**src/rtl/ps2_rx.sv**
```systemverilog
// PS/2 device-to-host receiver: synchronizes and deglitches the PS/2 lines, frames 11-bit words.
// Optional mid-frame watchdog enabled with the PS2_TIMEOUT_EN macro.
module ps2_rx #(
  parameter int SYNC_STAGES    = 2,
  parameter int FILTER_LEN     = 4,
  parameter int TIMEOUT_CYCLES = 50000
) (
  input  logic       clk,
  input  logic       rst_n,
  input  logic       ps2_clk,
  input  logic       ps2_data,
  output logic [7:0] code,
  output logic       code_valid,
  output logic       parity_err,
  output logic       frame_err,
  output logic       busy
);

  localparam int FW = $clog2(FILTER_LEN + 1);

  typedef enum logic [1:0] {IDLE, DATA, PARITY, STOP} state_t;

  if (SYNC_STAGES < 2 || FILTER_LEN < 1 || TIMEOUT_CYCLES < 1) begin : g_bad_param
    $error("ps2_rx: SYNC_STAGES>=2, FILTER_LEN>=1, TIMEOUT_CYCLES>=1 required");
  end

  logic [SYNC_STAGES-1:0] clk_sync, data_sync;
  logic                   clk_s, data_s;
  logic                   filt_lvl, filt_prev;
  logic [FW-1:0]          filt_cnt;
  logic                   fall_evt;

  state_t     state_q, state_d;
  logic [2:0] bit_cnt_q, bit_cnt_d;
  logic [7:0] shift_q, shift_d;
  logic       par_q, par_d;
  logic [7:0] code_d;
  logic       cv_d, pe_d, fe_d;

  // Stage 0: synchronizers, idle-high after reset
  always_ff @(posedge clk or negedge rst_n) begin
    if (!rst_n) begin
      clk_sync  <= '1;
      data_sync <= '1;
    end else begin
      clk_sync  <= {clk_sync[SYNC_STAGES-2:0], ps2_clk};
      data_sync <= {data_sync[SYNC_STAGES-2:0], ps2_data};
    end
  end

  assign clk_s  = clk_sync[SYNC_STAGES-1];
  assign data_s = data_sync[SYNC_STAGES-1];

  // Stage 1: level filter; a run shorter than FILTER_LEN never reaches the flip
  always_ff @(posedge clk or negedge rst_n) begin
    if (!rst_n) begin
      filt_lvl  <= 1'b1;
      filt_prev <= 1'b1;
      filt_cnt  <= '0;
    end else begin
      filt_prev <= filt_lvl;
      if (clk_s != filt_lvl) begin
        if (filt_cnt == FW'(FILTER_LEN - 1)) begin
          filt_lvl <= clk_s;
          filt_cnt <= '0;
        end else begin
          filt_cnt <= filt_cnt + 1'b1;
        end
      end else begin
        filt_cnt <= '0;
      end
    end
  end

  assign fall_evt = filt_prev & ~filt_lvl;

`ifdef PS2_TIMEOUT_EN
  localparam int TW = $clog2(TIMEOUT_CYCLES + 1);
  logic [TW-1:0] to_cnt;
  logic          to_hit;

  always_ff @(posedge clk or negedge rst_n) begin
    if (!rst_n)                            to_cnt <= '0;
    else if (state_q == IDLE || fall_evt)  to_cnt <= '0;
    else                                   to_cnt <= to_cnt + 1'b1;
  end

  assign to_hit = (state_q != IDLE) && !fall_evt && (to_cnt == TW'(TIMEOUT_CYCLES - 1));
`endif

  // Stage 2: frame FSM; verdict registered so pulses land the cycle after the stop edge
  always_comb begin
    state_d   = state_q;
    bit_cnt_d = bit_cnt_q;
    shift_d   = shift_q;
    par_d     = par_q;
    code_d    = code;
    cv_d      = 1'b0;
    pe_d      = 1'b0;
    fe_d      = 1'b0;
    if (fall_evt) begin
      case (state_q)
        IDLE: if (!data_s) begin
          state_d   = DATA;
          bit_cnt_d = 3'd0;
        end
        DATA: begin
          shift_d   = {data_s, shift_q[7:1]};
          bit_cnt_d = bit_cnt_q + 3'd1;
          if (bit_cnt_q == 3'd7) state_d = PARITY;
        end
        PARITY: begin
          par_d   = data_s;
          state_d = STOP;
        end
        STOP: begin
          state_d = IDLE;
          if (!(^{shift_q, par_q})) pe_d = 1'b1;
          else if (!data_s)         fe_d = 1'b1;
          else begin
            code_d = shift_q;
            cv_d   = 1'b1;
          end
        end
        default: state_d = IDLE;
      endcase
    end
`ifdef PS2_TIMEOUT_EN
    if (to_hit) begin
      state_d = IDLE;
      fe_d    = 1'b1;
    end
`endif
  end

  always_ff @(posedge clk or negedge rst_n) begin
    if (!rst_n) begin
      state_q    <= IDLE;
      bit_cnt_q  <= '0;
      shift_q    <= '0;
      par_q      <= 1'b0;
      code       <= 8'h00;
      code_valid <= 1'b0;
      parity_err <= 1'b0;
      frame_err  <= 1'b0;
    end else begin
      state_q    <= state_d;
      bit_cnt_q  <= bit_cnt_d;
      shift_q    <= shift_d;
      par_q      <= par_d;
      code       <= code_d;
      code_valid <= cv_d;
      parity_err <= pe_d;
      frame_err  <= fe_d;
    end
  end

  assign busy = (state_q != IDLE);

endmodule
```
**config.mk**
```make
export PLATFORM = sky130hd
export DESIGN_NAME = ps2_rx
export DESIGN_NICKNAME = d
export VERILOG_FILES = /design/src/rtl/ps2_rx.sv
export SDC_FILE = /design/constraint.sdc
export NUM_CORES = 1
export LEC_CHECK = 0
export ABC_AREA = 1
export CAP_MARGIN = 0
export CORE_MARGIN = 1
export CORE_UTILIZATION = 62
export CTS_BUF_LIST = sky130_fd_sc_hd__clkbuf_4
export CTS_CLUSTER_SIZE = 30
export DETAILED_ROUTE_END_ITERATION = 16
export HOLD_SLACK_MARGIN = 0.03
export PLACE_DENSITY = 0.94
export SLEW_MARGIN = 20
export SYNTH_ARGS = -nofsm -noshare
export SYNTH_HDL_FRONTEND = slang
export SYNTH_SLANG_ARGS = --single-unit
```
**constraint.sdc**
```tcl
create_clock -name clk -period 2 [get_ports clk]
set_clock_uncertainty 0.05 [all_clocks]
set_input_delay 0.6 -clock clk [delete_from_list [all_inputs] [get_ports clk]]
set_output_delay 0.6 -clock clk [all_outputs]
set_load 0.01 [all_outputs]
```
* After elaboration in Yosys (flattened, before gate mapping)
Cells that the tools add are included.
Storage, ports and cells: register bits 34, input port bits 4, output and inout bits 12, word-level logic and storage cells 53
Cells by class: add/sub/neg operators 2, equality and inequality tests 8, mux-type cells 18, bitwise operators 2, reductions and logical operators 10
Operator list (count):
- 2-to-1 mux 1 bit | 11
- 2-to-1 mux 3 bit | 3
- XOR reduction 9 bit | 1
- case mux 2 bit (4 select lines) | 1
- adder 3 x 1 -> 3 bit (second input constant) | 2
- case mux 3 bit (2 select lines) | 1
- AND reduction 2 bit | 3
- AND reduction 3 bit | 2
- equality test 2 bit (second input constant) | 2
- 2-to-1 mux 2 bit | 2
- != test 2 bit (second input constant) | 2
- AND reduction 4 bit | 1
- nonzero test 2 bit | 2
- equality test 3 x 2 -> 1 bit (second input constant) | 1
- equality test 3 bit (second input constant) | 1
- equality test 2 x 1 -> 1 bit (second input constant) | 1
- logical NOT 2 bit | 1
- AND 1 bit | 1
- != test 1 bit | 1
- inverter 1 bit | 1

* Longest topological paths before layout
depth after elaboration 4, gate-level depth with buffers 10, gate-level depth less buffers 10

* Worst setup path before layout
Ideal clock, no wire load.
kind reg2out, from reg state_q[0], to out busy, data arrival time 731 ps, required time 1350 ps, path slack 619 ps, stages on the path, launching flop included 4, buffers on the path 0, path through dfrtp_1 > inv_1 > ha_1 > inv_1
On the way: cells in the longest elaborated chain, start to end 1
RTL lines:
- start, declared | RTL line 33 | state_t state_q, state_d;
- start signal, assigned | RTL line 147 | state_q <= state_d;
- nonzero test 2 bit | RTL line 158 | assign busy = (state_q != IDLE);
- end, declared | RTL line 16 | output logic busy
No other way between the ends.

* Final worst setup path
Same ends and word-level chain as after synthesis.

==> results.tsv <==
metric	value	unit
status	finished clean	
leakage	0.955	nW
gr usage total	30.5	%
Area Growth Syn to Fin	17.9	%
flops & latches, synth	34	
Ys Warns	0	
via/cell ratio	5.66	
hold depth	0	
CTS tree	built	
syn nets	188	
WP data required	1.35	ns
GRT overflow	0	
Final ANT Viol Nets	0	
Worst setup EP type	output pin	
root buf cell	clkbuf_4	
reg-to-reg setup timing slack	0.25	ns
Max Slew Vio Count	0	
Clock Latency Late Sink	0.34	ns
Avg Synthesized Cell Area	8.99	um^2
Least-Margin Pin Slew	0.468	ns
crit path DAT	1.28	ns
worst-path maximum fanout	2	
RePlAce Congestion	0.809	
vias in the first global route	1304	
maximum clock insertion buffer count	2	
Residual DRC	0	
Setup CP Type	flop to output pin	
Period minus WS final	1.93	ns
sequential-to-total area share from yosys stat	54.2	%
Std-Cell Rows	17	
Fmax	519	MHz
mapped cell area	0.00158	mm^2
dpl hpwl	2440	um
Worst Min Path Start	data_sync[0]	
layout cell share with drive strength beyond 1	17.2	%
total power	0.00258	W
via count	1313	
fin nets	215	
Die H	52.5	um
clock-pin slew on the worst setup and hold paths	0.09	ns
initial core utilization	68.3	%
hold buffers post-CTS	0	
Syn Inst Count	176	
max-capacitance violation count	0	
crit path from	state_q[0]	
Power Density	1380	mW/mm^2
antenna violations before repair	0	
number of port buffers	15	
Die Area	0.00276	mm^2
first-pass GRT wire length	5820	um
DRT Pass-1 Iters	4	
pin count of the biggest net entering global routing	35	
number of DRC markers in iteration 0	37	
Final Cycle Share	96.3	%
post-synthesis cell type count	21	
Hold Crit Class	flop to flop	
drt total wl	3470	um
chip width	52.5	um
RSZ-0062 raised after global routing	false	
core area	0.00232	mm^2
Inserted Diodes	0	
setup tns final	0	ns
final setup vio count	0	
maximum VDD drop	1.05	mV
CTS sink cnt	34	
io pins	16	
R2R cell count	7	
worst reg2reg path endpoint	state_q[0]	
Worst Setup Start Kind	flop	
hold endpoint	data_sync[1]	
max_slew headroom	68.5	%
Final Hold Viols	0	
clock buffer count from CTS	5	
RR Startpoint	state_q[0]	
CTS H-tree lvls	2	
WL per Instance	14.9	um
==> critical path: stages, from the launching register on <==
cell and delay (ns):
dfrtp_1 0.41, inv_2 0.07, ha_2 0.18, inv_1 0.06, clkdlybuf4s15_1 0.23
==> final cells by class <==
cell class	count	area, um^2
Inverter	19	71.3
Clock buffer	6	45.0
Fill cell	146	453
Sequential cell	34	858
Clock inverter	2	8.76
Timing Repair Buffer	21	195
Multi-Input combinational cell	122	652
Tap cell	28	35.0
==> state kept, by name, indices dropped and copies added (netlist names) <==
register	count
filt_lvl	1
code_valid	1
bit_cnt_q	3
clk_sync	2
data_sync	2
state_q	2
filt_cnt	3
code	8
par_q	1
shift_q	8
frame_err	1
parity_err	1
filt_prev	1
==> layout by cell type, fill, tap and decap left out, types with 4 or more instances in the layout <==
master           instances
clkdlybuf4s50_1         14
nand2_1                 65
dfrtp_1                 28
inv_1                   17
buf_4                    6
clkbuf_4                 6
nand2_2                  4
ha_1                     7
o21ai_0                 10
nor2_1                   5
dfstp_2                  6
nand3_1                 12
nand3_2                  4
==> per-layer routing <==
metal / track usage (%) / vias up / part of all wire, %
met5: 0 / - / 0
met4: 20.6 / 0 / 5.7
met3: 9.57 / 28 / 5.5
met2: 50.2 / 63 / 50
met1: 33.2 / 611 / 39
li1: - / 611 / -
==> how the worst max path moves through the flow <==
stage,endpoint,slack [ns],cells after the start
finish,busy,0.07,4
global route,busy,0.04,4
CTS,busy,0.03,4
detailed placement,busy,0.008,4
global placement,busy,0.13,4
floorplan,busy,0.62,3
==> cells by family after synthesis <==
group,Yosys count,share of synthesized area (%)
DFF,34,54.2
buffers and inverters,20,4.74
and+or+nand+nor,98,28.9
xor gates and xnor gates,1,0.553
adders and majority gates,8,6.32
muxes,1,0.711
AOI/OAI and AO/OA,14,4.59
==> through the flow <==
stage                     cell area (um^2)  setup slack [ns]  instances  utilization (%)  hold slack, ns
after floorplan                       1580             0.619        176                -           0.254
after global placement                1770             0.125        219             76.4           0.295
after detailed placement              1770           0.00813        219             76.4           0.300
after CTS                             1860            0.0296        231             80.1           0.314
after global routing                  1870            0.0367        232             80.5           0.320
final                                 1870            0.0750        232             80.5           0.312
==> where the power goes <==
part	internal, W	switching, W	leakage, nW
Sequential	0.000874	0.000149	0.439
Clock	0.000145	0.000228	0.0331
Combinational	0.000442	0.000740	0.482
Total	0.00146	0.00112	0.955
==> cells in the mapped netlist <==
cell type,count,area [um^2]
inv_1,19,71.3
ha_1,8,100
nand2_2,4,25.0
nor3b_1,1,7.51
nand3_4,1,17.5
o31ai_1,1,7.51
nand3_2,4,40.0
nand2_4,1,11.3
nand3_1,12,60.1
nand2_1,65,244
mux2_2,1,11.3
o21ai_0,10,50.1
nor2_1,5,18.8
nor2_2,1,6.26
nor3_1,3,15.0
nor2_4,1,11.3
dfstp_2,6,158
xnor2_1,1,8.76
clkbuf_1,1,3.75
dfrtp_1,28,701
a21oi_1,3,15.0
==> repair_timing <==
| item | CTS | global route |
|---|---|---|
| resized for setup | 4 | 1 |
| buffers inserted | 4 | 1 |
| setup endpoints to repair | 1 | 1 |
| hold endpoints to repair | 0 | 0 |
Power figures use the tool's default switching activity.
